`config.mk`:
```
export PLATFORM = sky130hd
export DESIGN_NAME = if_id_stall_ctrl
export DESIGN_NICKNAME = d
export VERILOG_FILES = /design/src/rtl/pipe_pkg.sv /design/src/rtl/sat_counter.sv /design/src/rtl/if_id_stall_ctrl.sv
export SDC_FILE = /design/constraint.sdc
export NUM_CORES = 1
export LEC_CHECK = 0
export ABC_AREA = 1
export BUFFER_PORTS_ARGS = -buffer_cell sky130_fd_sc_hd__buf_2
export CAP_MARGIN = 20
export CORE_ASPECT_RATIO = 1.75
export CORE_UTILIZATION = 49
export CTS_CLUSTER_DIAMETER = 200
export DETAILED_ROUTE_END_ITERATION = 10
export GPL_TIMING_DRIVEN = 0
export PLACE_DENSITY = 0.89
export SYNTH_ARGS = -nofsm -noshare
export SYNTH_HDL_FRONTEND = slang
export SYNTH_HIERARCHICAL = 1
export SYNTH_SLANG_ARGS = --single-unit
```
`constraint.sdc`:
```
create_clock -name clk -period 1.85 [get_ports clk]
set_input_delay 0.37 -clock clk [delete_from_list [all_inputs] [get_ports clk]]
set_output_delay 0.37 -clock clk [all_outputs]
set_load 0.02 [all_outputs]
```
`src/rtl/pipe_pkg.sv`:
```
// Shared pipeline definitions: bubble encoding and the IF/ID interlock state type.
package pipe_pkg;

  // All-ones instruction word marks an empty (bubble) pipeline slot.
  localparam logic [31:0] BUBBLE_IR = 32'hFFFF_FFFF;

  typedef enum logic [0:0] {
    ST_RUN   = 1'b0,
    ST_STALL = 1'b1
  } pipe_state_e;

endpackage

```
`src/rtl/sat_counter.sv`:
```
// Saturating up-counter: counts inc pulses, holds at all-ones, never wraps.
module sat_counter #(
  parameter int unsigned W = 16
) (
  input  logic         clk,
  input  logic         rst,
  input  logic         inc,
  output logic [W-1:0] q
);

  logic [W-1:0] cnt_q;
  logic [W-1:0] cnt_d;

  // Next count: step only when requested and not yet saturated.
  always_comb begin
    cnt_d = cnt_q;
    if (inc && (cnt_q != {W{1'b1}})) begin
      cnt_d = cnt_q + W'(1);
    end
  end

  // Count register with synchronous reset.
  always_ff @(posedge clk) begin
    if (rst) begin
      cnt_q <= '0;
    end else begin
      cnt_q <= cnt_d;
    end
  end

  assign q = cnt_q;

endmodule

```
`src/rtl/if_id_stall_ctrl.sv`:
```
// IF/ID pipeline register with load-use interlock: holds fetch and injects
// STALL_CYCLES bubbles per hazard, handles branch flush, freeze and bubble stats.
module if_id_stall_ctrl
  import pipe_pkg::*;
#(
  parameter int unsigned STALL_CYCLES = 2,
  parameter int unsigned CNT_W        = 16
) (
  input  logic             clk,
  input  logic             rst,
  input  logic             en,
  input  logic [31:0]      IR_IF,
  input  logic             hasHazard,
  input  logic             flush,
  output logic [31:0]      IR_ID,
  output logic             pc_en,
  output logic             stalling,
  output logic [CNT_W-1:0] bubble_cnt
);

  // Bubbles still owed after the one inserted on the hazard edge itself.
  localparam logic [3:0] RemInit = 4'(STALL_CYCLES - 1);
  localparam bit         MultiCycle = (STALL_CYCLES > 1);

  pipe_state_e state_q, state_d;
  logic [3:0]  remaining_q, remaining_d;
  logic [31:0] ir_id_q, ir_id_d;
  logic        stall_now;

  // A hazard bubble is inserted this cycle unless frozen or flushed.
  assign stall_now = en & ~flush &
                     (((state_q == ST_RUN) & hasHazard) | (state_q == ST_STALL));
  assign pc_en     = ~stall_now;
  assign stalling  = stall_now;
  assign IR_ID     = ir_id_q;

  // Next-state for the interlock FSM, stall countdown and IF/ID register.
  always_comb begin
    state_d     = state_q;
    remaining_d = remaining_q;
    ir_id_d     = ir_id_q;
    if (en) begin
      unique case (state_q)
        ST_RUN: begin
          if (flush) begin
            ir_id_d = BUBBLE_IR;
          end else if (hasHazard) begin
            ir_id_d = BUBBLE_IR;
            if (MultiCycle) begin
              state_d     = ST_STALL;
              remaining_d = RemInit;
            end
          end else begin
            ir_id_d = IR_IF;
          end
        end
        ST_STALL: begin
          // hasHazard is ignored here: the held instruction is already interlocked.
          ir_id_d = BUBBLE_IR;
          if (!flush && (remaining_q > 4'd1)) begin
            remaining_d = remaining_q - 4'd1;
          end else begin
            state_d     = ST_RUN;
            remaining_d = 4'd0;
          end
        end
        default: begin
          state_d     = ST_RUN;
          remaining_d = 4'd0;
        end
      endcase
    end
  end

  // State, countdown and IF/ID register; reset aborts any stall in progress.
  always_ff @(posedge clk) begin
    if (rst) begin
      state_q     <= ST_RUN;
      remaining_q <= 4'd0;
      ir_id_q     <= BUBBLE_IR;
    end else begin
      state_q     <= state_d;
      remaining_q <= remaining_d;
      ir_id_q     <= ir_id_d;
    end
  end

  // Every hazard bubble (never a flush bubble) is counted.
  sat_counter #(
    .W(CNT_W)
  ) u_bubble_cnt (
    .clk(clk),
    .rst(rst),
    .inc(stall_now),
    .q  (bubble_cnt)
  );

endmodule
```
Yosys cells after proc, flatten, opt, wreduce, memory -nomap -nowiden
Index checks and enable logic that the tools add are counted.
W data, S select, Z words.

storage, ports and cells
  flip-flop bits (word level) = 53
  input port bits = 37
  output and inout port bits = 50
  logic and storage cells = 32

cells by class
  $add $sub $neg = 2
  order comparisons = 1
  eq/ne operators = 3
  multiplexer cells = 11
  bitwise operators = 7
  reductions and logical operators = 4

operators with widths
  cell                     count
  $mux W32                 2
  $pmux W32 S2             1
  $add A16 B1 Y16 const B  1
  $ne A16 B16 Y1 const B   1
  $mux W4                  3
  $pmux W4 S2              1
  $gt A4 B1 Y1 const B     1
  $ne A2 B2 Y1 const B     2
  $sub A4 B1 Y4 const B    1
  $and A1 B1 Y1            3
  $mux W1                  3
  $not A1 Y1               3
  $reduce_and A3 Y1        1
  $logic_and A1 B1 Y1      2
  $pmux W1 S2              1
  $logic_not A1 Y1         1
  $or A1 B1 Y1             1

Depth between registers and ports, before layout
Gate-level depths: netlist (run 1).

  word-level depth = 5
  gate-level depth with buffers = 10
  depth with buffers taken out = 9

By module
Netlist (run 1), hierarchy kept.

modules (own cells, without submodules)
  module            instances  cells an instance  area each (um^2)  seq. area each (um^2)
  if_id_stall_ctrl  1          190                1462.7            740.7
  sat_counter       1          149                929.6             320.3

Least setup slack after synthesis (run 1)
No wires, ideal clock.

  kind = input to register
  start point = input flush
  end point = register u_bubble_cnt.cnt_q[13], in the netlist u_bubble_cnt/q[13]
  setup time = 115 ps
  data arrival time = 1646 ps
  data required time = 1735 ps
  path slack = 89 ps
  stages = 9
  buffers on the path = 2
  path through = buf_2 -> a21oi_2 -> buf_2 -> nand3_1 -> or2_0 -> nor2_1 -> nand3_1 -> nand2_1 -> nor2_1

on the way
  longest elaborated chain between the ends = 4

RTL lines
  element                      RTL line                text
  start: declaration           if_id_stall_ctrl.sv:14  input logic flush,
  $not A1 Y1                   if_id_stall_ctrl.sv:31  assign stall_now = en & ~flush &
  $and A1 B1 Y1 (2 in series)  if_id_stall_ctrl.sv:31
  net stalling                 if_id_stall_ctrl.sv:17  output logic stalling,
  $logic_and A1 B1 Y1          sat_counter.sv:17       if (inc && (cnt_q != {W{1'b1}})) begin
  end signal: assignment       sat_counter.sv:27       cnt_q <= cnt_d;
  end: declaration             sat_counter.sv:11       logic [W-1:0] cnt_q;

The timed path passes the listed nets, and every way through them passes these cells.
A chain may end at the register's enable or synchronous reset.

Final worst setup path (run 1)
  start point = register state_q
  end point = register u_bubble_cnt.cnt_q[14], in the netlist u_bubble_cnt/q[14]

on the way
  longest elaborated chain between the ends = 5

RTL lines
  element                   RTL line                text
  start: declaration        if_id_stall_ctrl.sv:25  pipe_state_e state_q, state_d;
  start signal: assignment  if_id_stall_ctrl.sv:82  state_q <= state_d;
  $not A1 Y1                n/a
  $and A1 B1 Y1             if_id_stall_ctrl.sv:32  (((state_q == ST_RUN) & hasHazard) | (state_q == ST_STALL));
  $or A1 B1 Y1 *            if_id_stall_ctrl.sv:32
  $and A1 B1 Y1 *           if_id_stall_ctrl.sv:31
  $logic_and A1 B1 Y1 *     sat_counter.sv:17

Every way passes the cells marked *; elsewhere a longest branch is shown, timed or not.

==> impl_metrics.py, run 1 <==
metrics = {
    "clocking": {
        "root_buffer": "clkbuf_8",
        "cts_tree": "done",
        "cts_hold_buf": 0,
        "clkLatencyLatePin_ns": 0.31,
        "cts_sinks": 53,
        "cts_max_path_buffers": 2,
        "cts_buffers": 5,
        "h-tree-depth": 2,
        "clkTransAtPathRegs_ns": 0.10,
    },
    "floorplanning": {
        "coreArea_mm2": 0.00471,
        "initial_core_util": 0.508,
        "die_x_um": 54.8,
        "rows": 33,
        "io_pins": 87,
        "dieHeight_um": 94.4,
        "die_area_mm2": 0.00518,
    },
    "worst_setup_path": {
        "critPathRequiredTime_ns": 2.06,
        "end_kind": "flip-flop",
        "critPathKind": "reg -> reg",
        "reg2reg_slack_ns": 0.17,
        "crit_chain": "nand2_2 -> a21oi_4 -> buf_4 -> nand2_1 -> inv_1 -> nand3_1 -> nor2_1 -> nand3_1 -> nand2_1 -> nor2_1",
        "crit_path_top_delay_cell": "dfxtp_1",
        "critPathMaxFanout": 8,
        "slowest_delay_ns": 0.38,
        "cp.arrival_ns": 1.89,
        "cp-start-kind": "flip-flop",
    },
    "route": {
        "wl_per_cell_um": 11.3,
        "vias": 2522,
        "drc": 0,
        "wirelength_mm": 5.50,
        "ant_nets": 0,
        "drt_iter0_drc": 47,
        "first_pass_iters": 4,
        "viasPerCell": 5.20,
    },
    "flow_run": {
        "drv_cap": 0,
    },
    "global_route": {
        "grt_busiest_layer": "met2",
        "grt_pass1_vias": 2195,
        "grt_pass1_wl_mm": 8.58,
        "grt_usage": 0.222,
        "grt.met2_usage": 0.414,
        "antenna_found_initial": 0,
        "use_met3": 0.0515,
        "grt_max_degree": 18,
        "grt-ovfl-total": 0,
        "met1_usage": 0.221,
    },
    "pwr": {
        "p_leak_nw": 1.36,
        "ir_drop_v": 0.000697,
        "powerDensity_mw_per_mm2": 734,
    },
    "yosys": {
        "synth.avg_cell_area_um2": 7.06,
        "yosys_register_bits": 53,
        "syn_nets": 379,
        "ys_seq_area_frac": 0.444,
        "synth_top_area_cell": "dfxtp_1",
        "synthCells": 339,
        "synth_area_mm2": 0.00239,
        "yosys_warnings": 6,
        "synth.top_cells.by_area": "dfxtp_1 (44%), nand2_1 (14%), nand3_1 (9.4%)",
        "synthDistinctLibCells": 22,
        "synth_top_area_frac": 0.444,
    },
    "place": {
        "dp.cells": 476,
        "place.gp.congestion": 0.811,
        "port_buffers": 85,
        "dp_hpwl_mm": 4.28,
    },
    "timing": {
        "hold_viol": 0,
        "rsz0062_at_grt": "no",
        "setup_viol": 0,
        "finalSetupTns_ns": 0,
        "clock_skew_ns": 0.00875,
        "period_minus_slack_ns": 1.68,
        "fin_crit_sh": 0.910,
        "worstMarginPinSlew_ns": 0.418,
        "drv_slew": 0,
        "fmax_ghz": 0.594,
        "slew_headroom": 0.722,
    },
    "cells_and_area": {
        "seq_area_mm2": 0.00106,
        "layout.nets": 472,
        "mostFrequentLayoutCell": "nand2_1",
        "diodes": 0,
        "instances_no_fill": 485,
        "final_cell_mix": "nand2_1 (90), buf_2 (89), dfxtp_1 (53)",
        "fillers": 433,
        "drive_above_1_share": 0.279,
        "multi_input_area_mm2": 0.00119,
        "area_growth_pct": 25.0,
    },
    "worst_hold_path": {
        "worst_hold_path_type": "in -> reg",
    },
    "outcome": {
        "outcome": "finished, final reports clean",
    },
}
## report_power, final
group	switching, mW	internal, mW
Sequential	0.0277	1.19
Clock	0.384	0.269
Combinational	0.205	0.122
Total	0.616	1.58
## sequential cells by signal (all words and copies together), names as in the netlist
signal	flops
remaining_q	4
state_q	1
IR_ID	32
u_bubble_cnt/q	16
## kinds of logic (layout without fill, tap and decap cells)
| family | after synthesis | count (layout) | share of synthesized area |
|---|---|---|---|
| buffers and inverters | 36 | 130 | 0.0607 |
| AOI/OAI and AO/OA | 49 | 49 | 0.107 |
| and+or+nand+nor | 198 | 198 | 0.373 |
| DFF | 53 | 53 | 0.444 |
| adders and majority gates | 3 | 3 | 0.0157 |
## worst paths after layout
check                              from                               to  cells past startpoint
setup / recovery   state_q$_SDFFE_PP0P_  u_bubble_cnt/q[14]$_SDFFE_PP0P_                     10
hold / removal                 IR_IF[2]            IR_ID[2]$_SDFFE_PP1P_                      3
setup reg to reg   state_q$_SDFFE_PP0P_  u_bubble_cnt/q[14]$_SDFFE_PP0P_                     10
hold reg to reg   IR_ID[4]$_SDFFE_PP1P_            IR_ID[4]$_SDFFE_PP1P_                      2
## through the flow
stage / utilization / setup WS [ns] / instance area [um2] / power, mW / hold slack [ns]
floorplan: - / 0.0887 / 2390 / 1.45 / 0.439
global placement: 0.612 / -0.0842 / 2880 / 1.56 / 0.448
detailed placement: 0.612 / -0.127 / 2880 / 1.57 / 0.453
CTS: 0.632 / 0.0834 / 2970 / 2.21 / 0.281
global route: 0.635 / 0.00900 / 2990 / 2.30 / 0.285
finish: 0.635 / 0.166 / 2990 / 2.20 / 0.288
## critical path: cells and delay by family, from the launching register on
family          cells  cell delay [ns]
compound gates      1             0.22
flops               1             0.38
buf+inv             2             0.27
simple gates        7             0.74
## synthesized netlist by cell type (all sizes together)
master,n
a21oi,14
buf,5
clkbuf,10
dfxtp,53
ha,3
inv,21
nand2,94
nand3,45
nand3b,1
nand4,4
nor2,51
nor3,2
o21ai,35
or2,1
## what timing repair did
item,CTS,global route
resized for setup,0,3
setup buffers,0,1
setup endpoints to repair,0,3
## final cells by class
type / instances / area share
clock inverters: 3 / 0.00711
inverters: 21 / 0.0264
repair buffers: 86 / 0.145
clock buffers: 5 / 0.0230
multi-input cells: 250 / 0.399
flip-flops and latches: 53 / 0.355
well taps: 52 / 0.0218
plain buffers: 15 / 0.0230
## per-layer routing
metal  up-vias  routed length, um  part of all wire
met5         -                  0                 0
met4         0                100             0.018
met3        11                347             0.063
met2        87               2910              0.53
met1      1145               2140              0.39
li1       1279                  -                 -
Note: power is estimated with default switching activity, not from simulation.
==> run 2, diff against run 1 <==
clock period = 1.68 ns   (was 1.85 ns; I/O delays follow)
==> impl_metrics.py, run 2 (synthesized netlist as in run 1, its figures left out) <==
metrics = {
    "timing": {
        "worstMarginPinSlew_ns": 0.440,
        "slew_headroom": 0.707,
        "period_minus_slack_ns": 1.61,
        "hold_viol": 0,
        "drv_slew": 0,
        "clock_skew_ns": 0.00988,
        "fmax_ghz": 0.619,
        "setup_viol": 0,
        "fin_crit_sh": 0.961,
        "rsz0062_at_grt": "no",
    },
    "worst_setup_path": {
        "slowest_delay_ns": 0.38,
        "critPathMaxFanout": 5,
        "cpLargestDelayFamily": "flip-flops",
        "crit_buf_inv": 3,
        "cp-start-kind": "flip-flop",
        "critPathKind": "reg -> out",
        "r2r_start": "state_q$_SDFFE_PP0P_",
        "r2r_end": "u_bubble_cnt/q[14]$_SDFFE_PP0P_",
        "path_depth": 5,
        "reg2reg_slack_ns": 0.09,
        "critPathRequiredTime_ns": 1.34,
        "crit_path_top_delay_cell": "dfxtp_2",
        "crit_chain": "nand2_4 -> a21oi_4 -> buf_4 -> inv_1 -> buf_2",
        "endpoint": "pc_en",
        "cp.arrival_ns": 1.28,
        "critical_path.startpoint": "state_q$_SDFFE_PP0P_",
        "r2r_cells": 10,
        "end_kind": "output port",
    },
    "cells_and_area": {
        "seq_area_mm2": 0.00106,
        "mostFrequentLayoutCell": "nand2_1",
        "largest_reg_flops": 32,
        "area_growth_pct": 26.5,
        "final_cell_mix": "nand2_1 (90), buf_2 (89), dfxtp_1 (52)",
        "multi_input_area_mm2": 0.00120,
        "drive_above_1_share": 0.289,
        "fillers": 417,
        "layout.nets": 476,
        "design_area_mm2": 0.00303,
        "diodes": 0,
    },
    "floorplanning": {
        "initial_core_util": 0.508,
        "io_pins": 87,
        "coreArea_mm2": 0.00471,
        "die_x_um": 54.8,
        "rows": 33,
        "die_area_mm2": 0.00518,
        "dieHeight_um": 94.4,
    },
    "route": {
        "ant_nets": 0,
        "drc": 0,
        "wl_met1_mm": 2.15,
        "drt_iter0_drc": 77,
        "wirelength_mm": 5.68,
        "viasPerCell": 5.17,
        "top_layer": "met4",
        "dr_wl_met3_um": 328,
        "first_pass_iters": 4,
        "wl_met2_mm": 3.12,
        "wl_per_cell_um": 11.6,
        "vias": 2523,
    },
    "global_route": {
        "grt_max_degree": 16,
        "grt-ovfl-total": 0,
        "grt_usage": 0.235,
        "antenna_found_initial": 0,
        "grt_pass1_wl_mm": 9.09,
        "grt_pass1_vias": 2362,
    },
    "clocking": {
        "cts_max_path_buffers": 2,
        "root_buffer": "clkbuf_8",
        "cts_sinks": 53,
        "h-tree-depth": 2,
        "cts_tree": "done",
        "cts_buffers": 5,
        "cts_hold_buf": 0,
        "clkLatencyLatePin_ns": 0.30,
        "clkTransAtPathRegs_ns": 0.09,
    },
    "pwr": {
        "ir_drop_v": 0.000692,
        "powerDensity_mw_per_mm2": 790,
        "p_leak_nw": 1.39,
        "total_power_mw": 2.39,
    },
    "outcome": {
        "outcome": "finished, final reports clean",
    },
    "place": {
        "placed_area_mm2": 0.00289,
        "dp_hpwl_mm": 4.36,
        "port_buffers": 85,
        "place.gp.congestion": 0.804,
    },
    "flow_run": {
        "drv_cap": 0,
    },
    "worst_hold_path": {
        "worst_hold_path_type": "in -> reg",
    },
}
[run 2: changes by cell type in the layout (fill, tap and decap cells not counted), sizes merged]
cell,change
buf,+4
clkbuf,+1
clkinvlp,-1
inv,-1
[run 2: cell type report]
class | instances | share of cell area
buffer | 15 | 0.0240
inverter | 21 | 0.0260
sequential | 53 | 0.351
clock buffer | 6 | 0.0240
clock inverter | 1 | 0.00289
tap | 52 | 0.0215
timing repair buffer | 90 | 0.153
multi-input combinational | 250 | 0.398
[run 2: how the worst min path moves through the flow]
stage	start	end	slack [ns]	cells after the start
final	IR_IF[8]	IR_ID[8]$_SDFFE_PP1P_	0.26	3
after global routing	IR_IF[9]	IR_ID[9]$_SDFFE_PP1P_	0.26	3
after CTS	IR_IF[8]	IR_ID[8]$_SDFFE_PP1P_	0.25	3
after detailed placement	IR_ID[18]$_SDFFE_PP1P_	IR_ID[18]$_SDFFE_PP1P_	0.45	2
after global placement	IR_ID[2]$_SDFFE_PP1P_	IR_ID[2]$_SDFFE_PP1P_	0.45	2
after floorplan	rst	state_q$_SDFFE_PP0P_	0.41	1
[run 2: what timing repair did]
| item | 4_1_cts | 5_1_grt |
|---|---|---|
| cloned | 0 | 0 |
| setup buffers | 0 | 5 |
| pin swaps | 0 | 3 |
| resized for setup | 2 | 4 |
| setup endpoints to repair | 2 | 4 |
[run 2: layer usage]
layer | global-route usage | vias to the layer above
li1 | - | 1290
met1 | 0.218 | 1143
met2 | 0.457 | 83
met3 | 0.0515 | 7
met4 | 0.0855 | 0
met5 | 0 | -
[run 2: worst min-delay path: cells and delay by family]
family          cells  cell delay (ns)
compound gates      1             0.06
simple gates        1             0.07
buf+inv             1             0.07
[run 2: per-stage QoR]
step | instances | worst slack (ns) | hold slack [ns] | util | setup TNS (ns)
finish | 488 | 0.0653 | 0.257 | 0.643 | 0
global route | 488 | 0.0123 | 0.265 | 0.643 | 0
CTS | 483 | 0.0189 | 0.252 | 0.633 | 0
detailed placement | 476 | -0.219 | 0.453 | 0.614 | -0.798
global placement | 476 | -0.161 | 0.449 | 0.614 | -0.522
floorplan | 339 | 0.0439 | 0.405 | - | 0
[run 2: where the power goes]
part / leakage [nW] / internal, mW / switching, mW
Sequential: 0.435 / 1.31 / 0.0320
Clock: 0.0412 / 0.289 / 0.394
Combinational: 0.911 / 0.139 / 0.228
==> run 3, diff against run 2 <==
ABC_AREA = default   (was 1)
CORE_UTILIZATION = 48   (was 49)
REMOVE_ABC_BUFFERS = 1   (was default)
SYNTH_HIERARCHICAL = default   (was 1)
==> impl_metrics.py, run 3 <==
metrics = {
    "outcome": {
        "outcome": "finished with violations",
        "violations": "negative setup slack",
    },
    "yosys": {
        "synth.avg_cell_area_um2": 8.82,
        "yosys_warnings": 0,
        "synth_edf_count": 0,
        "synth.top_cells.by_area": "dfxtp_1 (49%), o22ai_1 (9.3%), nand2_1 (6.6%)",
        "synth_commonest_cells": "dfxtp_1 (53), nand2_1 (38), o22ai_1 (32)",
        "synth_top_area_cell": "dfxtp_1",
        "synthCells": 245,
        "yosysMostFrequentCell": "dfxtp_1",
        "synthArstFlopShare": 0,
        "ys_seq_area_frac": 0.491,
        "synthDistinctLibCells": 36,
        "synth_ff_type": "dfxtp_1",
        "synth_area_mm2": 0.00216,
        "yosys_register_bits": 53,
        "synth_top_area_frac": 0.491,
    },
    "worst_hold_path": {
        "worst_hold_path_type": "in -> reg",
    },
    "route": {
        "drt_iter0_drc": 57,
        "ant_nets": 0,
        "first_pass_iters": 4,
        "wirelength_mm": 6.50,
        "wl_per_cell_um": 16.3,
        "viasPerCell": 5.90,
        "vias": 2354,
        "drc": 0,
    },
    "timing": {
        "fmax_ghz": 0.543,
        "hold_viol": 0,
        "setup_slack_ns": -0.163,
        "drv_slew": 0,
        "period_minus_slack_ns": 1.84,
        "worstMarginPinSlew_ns": 0.587,
        "setup_viol": 15,
        "clock_skew_ns": 0.00605,
        "finalSetupTns_ns": -1.50,
        "fin_crit_sh": 1.10,
        "rsz0062_at_grt": "yes",
        "slew_headroom": 0.605,
    },
    "cells_and_area": {
        "postLayoutCoreUtil": 0.732,
        "instances_no_fill": 399,
        "drive_above_1_share": 0.446,
        "mostFrequentLayoutCell": "buf_2",
        "multi_input_area_mm2": 0.00113,
        "final_cell_mix": "buf_2 (85), dfxtp_1 (44), nand2_1 (38)",
        "diodes": 0,
        "layout.nets": 389,
        "fillers": 323,
        "seq_area_mm2": 0.00108,
        "area_growth_pct": 43.3,
        "largest_reg_flops": 32,
    },
    "floorplanning": {
        "dieHeight_um": 90.8,
        "die_area_mm2": 0.00478,
        "io_pins": 87,
        "coreArea_mm2": 0.00423,
        "rows": 31,
        "initial_core_util": 0.511,
        "die_x_um": 52.7,
    },
    "clocking": {
        "root_buffer": "clkbuf_8",
        "clkLatencyLatePin_ns": 0.31,
        "h-tree-depth": 2,
        "cts_sinks": 53,
        "cts_buffers": 5,
        "cts_max_path_buffers": 2,
        "clkTransAtPathRegs_ns": 0.10,
        "cts_tree": "done",
    },
    "worst_setup_path": {
        "critPathMaxFanout": 6,
        "crit_path_top_delay_cell": "or4b_4",
        "cp-start-kind": "flip-flop",
        "crit_chain": "nand4_1 -> or4b_4 -> buf_6 -> buf_4 -> o31ai_4 -> a21oi_1",
        "cp.arrival_ns": 2.03,
        "critPathRequiredTime_ns": 1.87,
        "crit_buf_inv": 2,
        "critPathKind": "reg -> reg",
        "cpLargestDelayFamily": "simple AND/OR/NAND/NOR gates",
        "end_kind": "flip-flop",
        "slowest_delay_ns": 0.56,
    },
    "place": {
        "dp_hpwl_mm": 3.82,
        "port_buffers": 86,
        "place.gp.congestion": 0.723,
        "dp.cells": 366,
    },
    "global_route": {
        "use_met3": 0.0673,
        "grt_pass1_wl_mm": 9.36,
        "grt_busiest_layer": "met2",
        "grt_usage": 0.257,
        "met1_usage": 0.252,
        "grt.met2_usage": 0.481,
        "grt-ovfl-total": 0,
        "grt_max_degree": 41,
        "grt_pass1_vias": 2215,
        "antenna_found_initial": 0,
    },
    "pwr": {
        "powerDensity_mw_per_mm2": 751,
        "p_leak_nw": 1.23,
        "ir_drop_v": 0.000757,
        "total_power_mw": 2.32,
    },
    "flow_run": {
        "drv_cap": 0,
    },
}
==> run 3: what timing repair did <==
action | 4_1_cts | 5_1_grt
setup endpoints to repair | 18 | 17
hold buffers | 0 | 0
pin swaps | 14 | 11
gates resized for setup | 29 | 18
buffers inserted | 18 | 8
==> run 3: power breakdown <==
| group | leakage, nW | internal, mW | total (mW) | switching [mW] |
|---|---|---|---|---|
| combinational | 0.744 | 0.113 | 0.271 | 0.157 |
| sequential | 0.437 | 1.28 | 1.30 | 0.0188 |
| clock | 0.0487 | 0.305 | 0.757 | 0.452 |
| total | 1.23 | 1.70 | 2.32 | 0.629 |
==> run 3: cell families after synthesis <==
family / Yosys count / synth area share
adders and majority gates: 3 / 0.0174
DFF: 53 / 0.491
and+or+nand+nor: 91 / 0.220
buffers and inverters: 26 / 0.0498
AOI/OAI and AO/OA: 68 / 0.201
muxes: 4 / 0.0208
==> run 3: stage by stage <==
| stage | hold WS [ns] | cell area, um2 | setup WS [ns] |
|---|---|---|---|
| after floorplan | 0.405 | 2090 | -1.27 |
| after global placement | 0.456 | 2580 | -1.87 |
| after detailed placement | 0.464 | 2640 | -1.10 |
| after CTS | 0.228 | 2970 | -0.0889 |
| after global routing | 0.223 | 3100 | -0.193 |
| final | 0.231 | 3100 | -0.163 |
==> run 3: layout make-up <==
| class | count | area share |
|---|---|---|
| Clock buffer | 5 | 0.0222 |
| Clock inverter | 3 | 0.00849 |
| Inverter | 9 | 0.0109 |
| Multi-Input combinational cell | 166 | 0.364 |
| Timing Repair Buffer | 114 | 0.224 |
| Sequential cell | 53 | 0.350 |
| Tap cell | 49 | 0.0198 |
==> run 3: worst register-to-register path, delay by kind of cell (launching register included) <==
family	cells	cell delay [ns]
buffers and inverters	2	0.30
AOI/OAI and AO/OA	2	0.37
and+or+nand+nor	2	0.67
DFF	1	0.39
==> run 3: per-layer routing <==
| layer | wire length (um) | share of wire |
|---|---|---|
| met5 | 0 | 0 |
| met4 | 126 | 0.019 |
| met3 | 407 | 0.063 |
| met2 | 3620 | 0.56 |
| met1 | 2350 | 0.36 |
==> run 3: path summary, 6_finish.rpt <==
check,from,endpoint,slack (ns),depth (start not counted)
worst max register to register,u_bubble_cnt.q[1]$_SDFFE_PP0P_,u_bubble_cnt.q[15]$_SDFFE_PP0P_,-0.16,6
worst max-delay path,u_bubble_cnt.q[1]$_SDFFE_PP0P_,u_bubble_cnt.q[15]$_SDFFE_PP0P_,-0.16,6
worst min-delay path,IR_IF[20],IR_ID[20]$_SDFFE_PP1P_,0.23,3
worst min register to register,IR_ID[16]$_SDFFE_PP1P_,IR_ID[16]$_SDFFE_PP1P_,0.49,2
